--- config.mk ---
export PLATFORM = sky130hd
export DESIGN_NAME = mc_control_fsm_flat
export DESIGN_NICKNAME = d
export VERILOG_FILES = /design/src/rtl/mc_ctrl_pkg.sv /design/src/rtl/mc_control_fsm_if.sv /design/src/rtl/mc_ctrl_outdec.sv /design/src/rtl/mc_control_fsm.sv /design/src/flat_wrapper.sv
export SDC_FILE = /design/constraint.sdc
export NUM_CORES = 1
export LEC_CHECK = 0
export ABC_AREA = 1
export CAP_MARGIN = 0
export CORE_UTILIZATION = 33
export DETAILED_ROUTE_END_ITERATION = 8
export PLACE_DENSITY = 0.8
export REMOVE_ABC_BUFFERS = 1
export SYNTH_ARGS = -nofsm -noshare
export SYNTH_HDL_FRONTEND = slang
export SYNTH_SLANG_ARGS = --single-unit
--- constraint.sdc ---
create_clock -name clk -period 1.07 [get_ports clk]
set_input_delay 0.321 -clock clk [delete_from_list [all_inputs] [get_ports clk]]
set_output_delay 0.321 -clock clk [all_outputs]
set_load 0.005 [all_outputs]
--- src/rtl/mc_ctrl_pkg.sv ---
// ============================================================================
// mc_ctrl_pkg : shared types and encodings for the multicycle MIPS controller
// Rev 1.0
// ============================================================================
`default_nettype none

package mc_ctrl_pkg;

  typedef enum logic [3:0] {
    S_FETCH  = 4'd0,
    S_DECODE = 4'd1,
    S_MEMADR = 4'd2,
    S_MEMRD  = 4'd3,
    S_MEMWB  = 4'd4,
    S_MEMWR  = 4'd5,
    S_EXEC   = 4'd6,
    S_ALUWB  = 4'd7,
    S_BRANCH = 4'd8,
    S_ADDIEX = 4'd9,
    S_ADDIWB = 4'd10,
    S_JUMP   = 4'd11
  } state_t;

  localparam logic [5:0] OP_LW    = 6'b100011;
  localparam logic [5:0] OP_SW    = 6'b101011;
  localparam logic [5:0] OP_RTYPE = 6'b000000;
  localparam logic [5:0] OP_BEQ   = 6'b000100;
  localparam logic [5:0] OP_ADDI  = 6'b001000;
  localparam logic [5:0] OP_J     = 6'b000010;

  localparam logic [1:0] SRCB_REG     = 2'b00;
  localparam logic [1:0] SRCB_FOUR    = 2'b01;
  localparam logic [1:0] SRCB_IMM     = 2'b10;
  localparam logic [1:0] SRCB_IMM_SH2 = 2'b11;

  localparam logic [1:0] ALUOP_ADD   = 2'b00;
  localparam logic [1:0] ALUOP_SUB   = 2'b01;
  localparam logic [1:0] ALUOP_FUNCT = 2'b10;

  localparam logic [1:0] PCSRC_ALU    = 2'b00;
  localparam logic [1:0] PCSRC_ALUOUT = 2'b01;
  localparam logic [1:0] PCSRC_JUMP   = 2'b10;

  // Raw per-state control word, before reset and memory-wait gating
  typedef struct packed {
    logic       iord;
    logic       memwrite;
    logic       irwrite;
    logic       regdst;
    logic       memtoreg;
    logic       regwrite;
    logic       alusrca;
    logic [1:0] alusrcb;
    logic [1:0] aluop;
    logic [1:0] pcsrc;
    logic       pcwrite;
    logic       branch;
  } ctrl_word_t;

  function automatic logic is_mem_op(input logic [5:0] op);
    return (op == OP_LW) || (op == OP_SW);
  endfunction

endpackage

`default_nettype wire

--- src/rtl/mc_control_fsm_if.sv ---
// ============================================================================
// mc_control_fsm_if : IR/flag inputs and datapath control outputs of the FSM
// Rev 1.0
// ============================================================================
`default_nettype none

interface mc_control_fsm_if;
  logic [5:0] opcode;
  logic       zero;
  logic       mem_ready;
  logic       iord;
  logic       memwrite;
  logic       irwrite;
  logic       regdst;
  logic       memtoreg;
  logic       regwrite;
  logic       alusrca;
  logic [1:0] alusrcb;
  logic [1:0] aluop;
  logic [1:0] pcsrc;
  logic       pcen;
  logic       illegal_op;
  logic [3:0] state_o;

  modport master (
    input  opcode, zero, mem_ready,
    output iord, memwrite, irwrite, regdst, memtoreg, regwrite,
           alusrca, alusrcb, aluop, pcsrc, pcen, illegal_op, state_o
  );

  modport slave (
    output opcode, zero, mem_ready,
    input  iord, memwrite, irwrite, regdst, memtoreg, regwrite,
           alusrca, alusrcb, aluop, pcsrc, pcen, illegal_op, state_o
  );
endinterface

`default_nettype wire

--- src/rtl/mc_ctrl_outdec.sv ---
// ============================================================================
// mc_ctrl_outdec : Moore decode from controller state to raw control word
// Rev 1.0
// ============================================================================
`default_nettype none

module mc_ctrl_outdec
  import mc_ctrl_pkg::*;
(
  input  state_t     state,
  output ctrl_word_t cw
);

  always_comb begin
    cw = '0;
    case (state)
      S_FETCH: begin
        cw.irwrite = 1'b1;
        cw.pcwrite = 1'b1;
        cw.alusrcb = SRCB_FOUR;
      end
      // Branch target is precomputed here while the opcode is decoded
      S_DECODE: cw.alusrcb = SRCB_IMM_SH2;
      S_MEMADR: begin
        cw.alusrca = 1'b1;
        cw.alusrcb = SRCB_IMM;
      end
      S_MEMRD: cw.iord = 1'b1;
      S_MEMWB: begin
        cw.memtoreg = 1'b1;
        cw.regwrite = 1'b1;
      end
      S_MEMWR: begin
        cw.iord     = 1'b1;
        cw.memwrite = 1'b1;
      end
      S_EXEC: begin
        cw.alusrca = 1'b1;
        cw.alusrcb = SRCB_REG;
        cw.aluop   = ALUOP_FUNCT;
      end
      S_ALUWB: begin
        cw.regdst   = 1'b1;
        cw.regwrite = 1'b1;
      end
      S_BRANCH: begin
        cw.alusrca = 1'b1;
        cw.aluop   = ALUOP_SUB;
        cw.pcsrc   = PCSRC_ALUOUT;
        cw.branch  = 1'b1;
      end
      S_ADDIEX: begin
        cw.alusrca = 1'b1;
        cw.alusrcb = SRCB_IMM;
      end
      S_ADDIWB: cw.regwrite = 1'b1;
      S_JUMP: begin
        cw.pcsrc   = PCSRC_JUMP;
        cw.pcwrite = 1'b1;
      end
      default: cw = '0;
    endcase
  end

endmodule

`default_nettype wire

--- src/rtl/mc_control_fsm.sv ---
// ============================================================================
// mc_control_fsm : multicycle MIPS main control FSM; MC_MEM_WAIT_EN adds memory wait states
// Rev 1.0
// ============================================================================
`default_nettype none

module mc_control_fsm
  import mc_ctrl_pkg::*;
#(
  parameter int MEM_TIMEOUT = 0
) (
  input  logic             clk,
  input  logic             rst_n,
  mc_control_fsm_if.master bus
);

  state_t     r_state;
  state_t     w_next_state;
  ctrl_word_t w_cw;
  logic       w_mem_ready;
  logic       w_fetch_hold;
  logic       w_illegal;
  logic       w_unused;

`ifdef MC_MEM_WAIT_EN
  assign w_mem_ready = bus.mem_ready;
`else
  assign w_mem_ready = 1'b1;
`endif

  assign w_unused = &{1'b0, bus.mem_ready, (MEM_TIMEOUT == 0)};

  always_ff @(posedge clk or negedge rst_n) begin
    if (!rst_n) begin
      r_state <= S_FETCH;
    end else begin
      r_state <= w_next_state;
    end
  end

  always_comb begin
    w_next_state = S_FETCH;
    w_illegal    = 1'b0;
    case (r_state)
      S_FETCH:  w_next_state = w_mem_ready ? S_DECODE : S_FETCH;
      S_DECODE: begin
        if (is_mem_op(bus.opcode)) begin
          w_next_state = S_MEMADR;
        end else begin
          case (bus.opcode)
            OP_RTYPE: w_next_state = S_EXEC;
            OP_BEQ:   w_next_state = S_BRANCH;
            OP_ADDI:  w_next_state = S_ADDIEX;
            OP_J:     w_next_state = S_JUMP;
            default: begin
              w_next_state = S_FETCH;
              w_illegal    = 1'b1;
            end
          endcase
        end
      end
      S_MEMADR: w_next_state = (bus.opcode == OP_SW) ? S_MEMWR : S_MEMRD;
      S_MEMRD:  w_next_state = w_mem_ready ? S_MEMWB : S_MEMRD;
      S_MEMWR:  w_next_state = w_mem_ready ? S_FETCH : S_MEMWR;
      S_EXEC:   w_next_state = S_ALUWB;
      S_ADDIEX: w_next_state = S_ADDIWB;
      default:  w_next_state = S_FETCH;
    endcase
  end

  mc_ctrl_outdec u_outdec (
    .state (r_state),
    .cw    (w_cw)
  );

  // Strobes are qualified by rst_n so nothing fires while reset is held
  assign w_fetch_hold   = (r_state == S_FETCH) && !w_mem_ready;

  assign bus.iord       = w_cw.iord;
  assign bus.regdst     = w_cw.regdst;
  assign bus.memtoreg   = w_cw.memtoreg;
  assign bus.alusrca    = w_cw.alusrca;
  assign bus.alusrcb    = w_cw.alusrcb;
  assign bus.aluop      = w_cw.aluop;
  assign bus.pcsrc      = w_cw.pcsrc;
  assign bus.memwrite   = w_cw.memwrite & rst_n;
  assign bus.regwrite   = w_cw.regwrite & rst_n;
  assign bus.irwrite    = w_cw.irwrite & ~w_fetch_hold & rst_n;
  assign bus.pcen       = rst_n & ((w_cw.pcwrite & ~w_fetch_hold) | (w_cw.branch & bus.zero));
  assign bus.illegal_op = w_illegal & rst_n;
  assign bus.state_o    = r_state;

endmodule

`default_nettype wire

--- src/flat_wrapper.sv ---
// flat-port wrapper written by rule: the top's interface ports become plain ports
module mc_control_fsm_flat import mc_ctrl_pkg::*;
#(
  parameter int MEM_TIMEOUT = 0
)
  (clk, rst_n, bus_opcode, bus_zero, bus_mem_ready, bus_iord, bus_memwrite, bus_irwrite, bus_regdst, bus_memtoreg, bus_regwrite, bus_alusrca, bus_alusrcb, bus_aluop, bus_pcsrc, bus_pcen, bus_illegal_op, bus_state_o);
  mc_control_fsm_if bus_i ();
  input  logic clk;
  input  logic rst_n;
  input wire logic [$bits(bus_i.opcode)-1:0] bus_opcode;
  input wire logic [$bits(bus_i.zero)-1:0] bus_zero;
  input wire logic [$bits(bus_i.mem_ready)-1:0] bus_mem_ready;
  output wire logic [$bits(bus_i.iord)-1:0] bus_iord;
  output wire logic [$bits(bus_i.memwrite)-1:0] bus_memwrite;
  output wire logic [$bits(bus_i.irwrite)-1:0] bus_irwrite;
  output wire logic [$bits(bus_i.regdst)-1:0] bus_regdst;
  output wire logic [$bits(bus_i.memtoreg)-1:0] bus_memtoreg;
  output wire logic [$bits(bus_i.regwrite)-1:0] bus_regwrite;
  output wire logic [$bits(bus_i.alusrca)-1:0] bus_alusrca;
  output wire logic [$bits(bus_i.alusrcb)-1:0] bus_alusrcb;
  output wire logic [$bits(bus_i.aluop)-1:0] bus_aluop;
  output wire logic [$bits(bus_i.pcsrc)-1:0] bus_pcsrc;
  output wire logic [$bits(bus_i.pcen)-1:0] bus_pcen;
  output wire logic [$bits(bus_i.illegal_op)-1:0] bus_illegal_op;
  output wire logic [$bits(bus_i.state_o)-1:0] bus_state_o;
  assign bus_i.opcode = bus_opcode;
  assign bus_i.zero = bus_zero;
  assign bus_i.mem_ready = bus_mem_ready;
  assign bus_iord = bus_i.iord;
  assign bus_memwrite = bus_i.memwrite;
  assign bus_irwrite = bus_i.irwrite;
  assign bus_regdst = bus_i.regdst;
  assign bus_memtoreg = bus_i.memtoreg;
  assign bus_regwrite = bus_i.regwrite;
  assign bus_alusrca = bus_i.alusrca;
  assign bus_alusrcb = bus_i.alusrcb;
  assign bus_aluop = bus_i.aluop;
  assign bus_pcsrc = bus_i.pcsrc;
  assign bus_pcen = bus_i.pcen;
  assign bus_illegal_op = bus_i.illegal_op;
  assign bus_state_o = bus_i.state_o;
  mc_control_fsm #(.MEM_TIMEOUT(MEM_TIMEOUT)) u_core (.clk(clk), .rst_n(rst_n), .bus(bus_i));
endmodule
==> metrics.csv, run 1 <==
metric;value;unit
groute.usage.overall;53.6;%
ioPinCount;29;
dp_slack;-1080;ps
synthCells;101;
numCtsBuffers;3;
firstError;[ERROR GRT-0116] Global routing finished with congestion. Check the congestion regions in the DRC Viewer.;
cts_num_sinks;4;
synth_top_cell_by_area;nand2_1;
ys_top_cells_by_count;nand2_1 (27), nor2_1 (26), inv_1 (20), nand3_1 (11);
async_reset_ff_share;100;%
synth_top_area_share;20.0;%
grt_pass1_wl;5660;um
clockBufferDepth;2;
yosys_warnings;0;
portBuffers;27;
ys.flop_type;dfrtp_1;
yosys-top-cells-area;nand2_1 (20%), dfrtp_1 (20%), nor2_1 (19%), inv_1 (15%), nand3_1 (11%);
synth_edf_count;0;
grt_pass1_vias;1153;
hpwl;1370;um
start_util;37.1;%
lastStage;5_1_grt;
grt_max_degree;7;
syn-cell-area;507;um^2
gp_congestion;0.764;
postSynthAreaPerCell;5.02;um^2
cts_hold_buf;0;
die_w;41.2;um
ys_seq_area_share;19.8;%
dp.cells;166;
yosysMostFrequentCell;nand2_1;
synth.ff_latch_count;4;
htree_num_levels;1;
outcome;aborted with a tool error;
cts-root-buf;clkbuf_4;
grt_overflow;1;
die_h;41.2;um
ys_types;13;
rows;13;
what timing repair did:
item / in CTS
buffers inserted: 21
resized for setup: 143
pin swaps: 24
setup endpoints to repair: 23
cell families after synthesis:
logic type      synth area share, %
compound gates                 3.95
buf+inv                        17.8
simple gates                   58.5
flops                          19.8
routing by layer:
| metal | track usage (%) | overflow |
|---|---|---|
| met2 | 74.6 | 0 |
| met1 | 53.9 | 0 |
| met5 | 0 | 0 |
| met4 | 50.0 | 1 |
| met3 | 33.2 | 0 |
stage by stage:
stage          TNS (ps)  instance area, um^2  utilization (%)
3_3_place_gp     -12900                  968             70.9
3_5_place_dp     -13240                  968             70.9
2_1_floorplan      -922                  499                -
4_1_cts           -8610                 1300             95.0
==> inputs of run 2 (changes only) <==
--- a/config.mk
+++ b/config.mk
@@ -7,9 +7,10 @@
 export LEC_CHECK = 0
 export ABC_AREA = 1
 export CAP_MARGIN = 0
-export CORE_UTILIZATION = 33
+export CORE_AREA = 2 2 63 65
 export DETAILED_ROUTE_END_ITERATION = 8
-export PLACE_DENSITY = 0.8
+export DIE_AREA = 0 0 65 67
+export PLACE_DENSITY_LB_ADDON = 0.15
 export REMOVE_ABC_BUFFERS = 1
 export SYNTH_ARGS = -nofsm -noshare
 export SYNTH_HDL_FRONTEND = slang
==> constraint.sdc (replaced) <==
create_clock -name clk -period 1.4 [get_ports clk]
set_input_delay 0.42 -clock clk [delete_from_list [all_inputs] [get_ports clk]]
set_output_delay 0.42 -clock clk [all_outputs]
set_load 0.005 [all_outputs]
==> metrics.csv, run 2 <==
metric;value;unit;change
outcome;finished, violations left;;was aborted with a tool error
violations;setup timing;;
coreArea;3610;um^2;
min-delay-path-class;input pin to asynchronous set/reset pin;;
ys.flop_type;dfrtp_1;;unchanged
swShare;39.4;%;
dr.pass1.iters;4;;
gp_congestion;0.840;;was 0.764
crit_fanout;5;;
leakage;0.788;nW;
whs;362;ps;
p_seq_share;11.6;%;
groute.usage.overall;11.0;%;
vias;901;;
yosys_warnings;0;;unchanged
placed_area;1020;um^2;was 968 um^2
synthXorXnorAreaFrac;0;%;unchanged
cts_hold_buf;0;;unchanged
min_period;1710;ps;
combPwrFrac;76.5;%;
route.detailed.drc;0;;
detail-route-antenna-nets;0;;
start_kind;register;;
final_cell_mix;buf_4 (36), buf_6 (21), nand2_1 (18);;
clockBufferDepth;2;;unchanged
final_common_cell;buf_4;;
crit_path_cell_trace;buf_6, nand2_4, buf_6, buf_6, nor2_4, buf_2;;
power_density;1450;nW/um^2;
synth.ff_latch_count;4;;unchanged
htree_num_levels;1;;unchanged
crit_path_frequent_cell;buf_6;;
grt_pass1_wl;3770;um;
die_w;65;um;was 41.2 um
grt_max_degree;6;;
slowest_stage;dfrtp_2;;
portBuffers;27;;unchanged
drt_iter0_drc;14;;
cp-end-kind;output pin;;
slew_viol_final;0;;
area_growth_syn_to_layout;176;%;
finalSetupViolations;17;;
rsz0062_at_grt;yes;;
switching_power;798;uW;
ys_top_cells_by_count;nand2_1 (27), nor2_1 (26), inv_1 (20), nand3_1 (11);;unchanged
yosysMostFrequentCell;nand2_1;;unchanged
max_stage_delay;440;ps;
start_util;14.1;%;was 37.1%
postSynthAreaPerCell;5.02;um^2;unchanged
nNetsFinal;194;;
power.internal;1.23;mW;
ys_types;13;;unchanged
arrival;1290;ps;
clk_latency;220;ps;
worst_pin_slew;202;ps;
synth_fa_ha_area_share;0;%;unchanged
fin_area;1400;um^2;
largest_reg_flops;4;;
synthMuxAreaShare;0;%;unchanged
path_class;register to output pin;;
die_h;67;um;was 41.2 um
skew;0.664;ps;
synth_top_area_share;20.0;%;unchanged
final_util;38.8;%;
via_per_inst;3.92;;
required;980;ps;
tritoncts;yes;;
fin_crit_sh;122;%;
ys_seq_area_share;19.8;%;unchanged
hold_viol;0;;
max_freq;586;MHz;
cts_num_sinks;4;;unchanged
synth_top_cell_by_area;nand2_1;;unchanged
drive_above_1_share;65.4;%;
yosys-top-cells-area;nand2_1 (20%), dfrtp_1 (20%), nor2_1 (19%), inv_1 (15%), nand3_1 (11%);;unchanged
grt_pass1_vias;895;;
setup_ws;-307;ps;
hpwl;1530;um;was 1370 um
syn-cell-area;507;um^2;unchanged
synth_top_family_by_area;simple AND/OR/NAND/NOR gates;;unchanged
clkTransAtPathRegs;30;ps;
synth-simple-area-share;58.5;%;unchanged
drt_wl_total;2280;um;
ir_drop;352;uV;
numCtsBuffers;3;;unchanged
dieArea;4360;um^2;
drv_cap;0;;
total_power;2.02;mW;
ioPinCount;29;;unchanged
synth_edf_count;0;;unchanged
synthCells;101;;unchanged
antenna_found_initial;0;;
slew_headroom;86.5;%;
grt_overflow;0;;
n_antenna_cell;0;;
async_reset_ff_share;100;%;unchanged
wl_per_cell;9.90;um;
clkPwrFrac;11.9;%;
cts-root-buf;clkbuf_8;;was clkbuf_4
synth-compound-area-share;3.95;%;unchanged
rows;22;;was 13
## run 2: cells by family (layout without fill, tap and decap cells)
logic type,count (synthesis),in the layout
compound gates,4,4
buf+inv,23,104
simple gates,70,70
flops,4,4
## run 2: stage by stage
stage | cells | setup TNS [ps] | setup WS [ps]
6_report | 230 | -3710 | -307
5_1_grt | 230 | -4600 | -375
4_1_cts | 229 | -4920 | -346
3_5_place_dp | 200 | -8530 | -966
3_3_place_gp | 200 | -8660 | -919
2_1_floorplan | 100 | 0 | 59.6
## run 2: power by group through the flow
stage | combinational (mW) | sequential [mW] | clock, mW
2_1_floorplan | 0.379 | 0.214 | 0
3_3_place_gp | 1.07 | 0.214 | 0
3_5_place_dp | 1.06 | 0.214 | 0
4_1_cts | 1.39 | 0.227 | 0.245
5_1_grt | 1.69 | 0.241 | 0.252
6_report | 1.55 | 0.235 | 0.240
## run 2: repair_timing
action	in CTS	in global routing
pin swaps	17	13
setup buffers	27	4
gates resized for setup	107	49
cloned	0	0
endpoints found under the setup margin	21	23
## run 2: critical path: cells and delay by family (launching register included)
family	cells	cell delay, ps
buffers and inverters	4	460
DFF	1	440
and+or+nand+nor	2	150
## run 2: path summary, 6_finish.rpt
path	slack, ps	cells past startpoint	startpoint	end
min reg2reg	890	6	u_core.bus.state_o[3]	u_core.bus.state_o[3]
max	-310	6	u_core.bus.state_o[1]	bus_aluop[1]
max reg2reg	80	8	u_core.bus.state_o[1]	u_core.bus.state_o[1]
min	360	2	rst_n	u_core.bus.state_o[2]
min in group clk	600	6	bus_opcode[1]	u_core.bus.state_o[0]
max in group asynchronous	930	2	rst_n	u_core.bus.state_o[1]
## run 2: final cells by class
class | count | area (um^2)
timing repair buffer | 79 | 652
tap | 48 | 60.1
sequential | 4 | 104
clock buffer | 3 | 41.3
multi-input combinational | 74 | 450
fill | 375 | 2210
inverter | 22 | 90.1
## run 2: per-layer routing
| layer | global-route usage, % | vias up | share of wire, % |
|---|---|---|---|
| met5 | 0 | - | 0 |
| met4 | 3.72 | 0 | 0.92 |
| met3 | 1.86 | 4 | 5.4 |
| met2 | 21.9 | 27 | 55 |
| met1 | 11.6 | 405 | 38 |
| li1 | - | 465 | - |
Note: power is estimated with default switching activity, not from simulation.
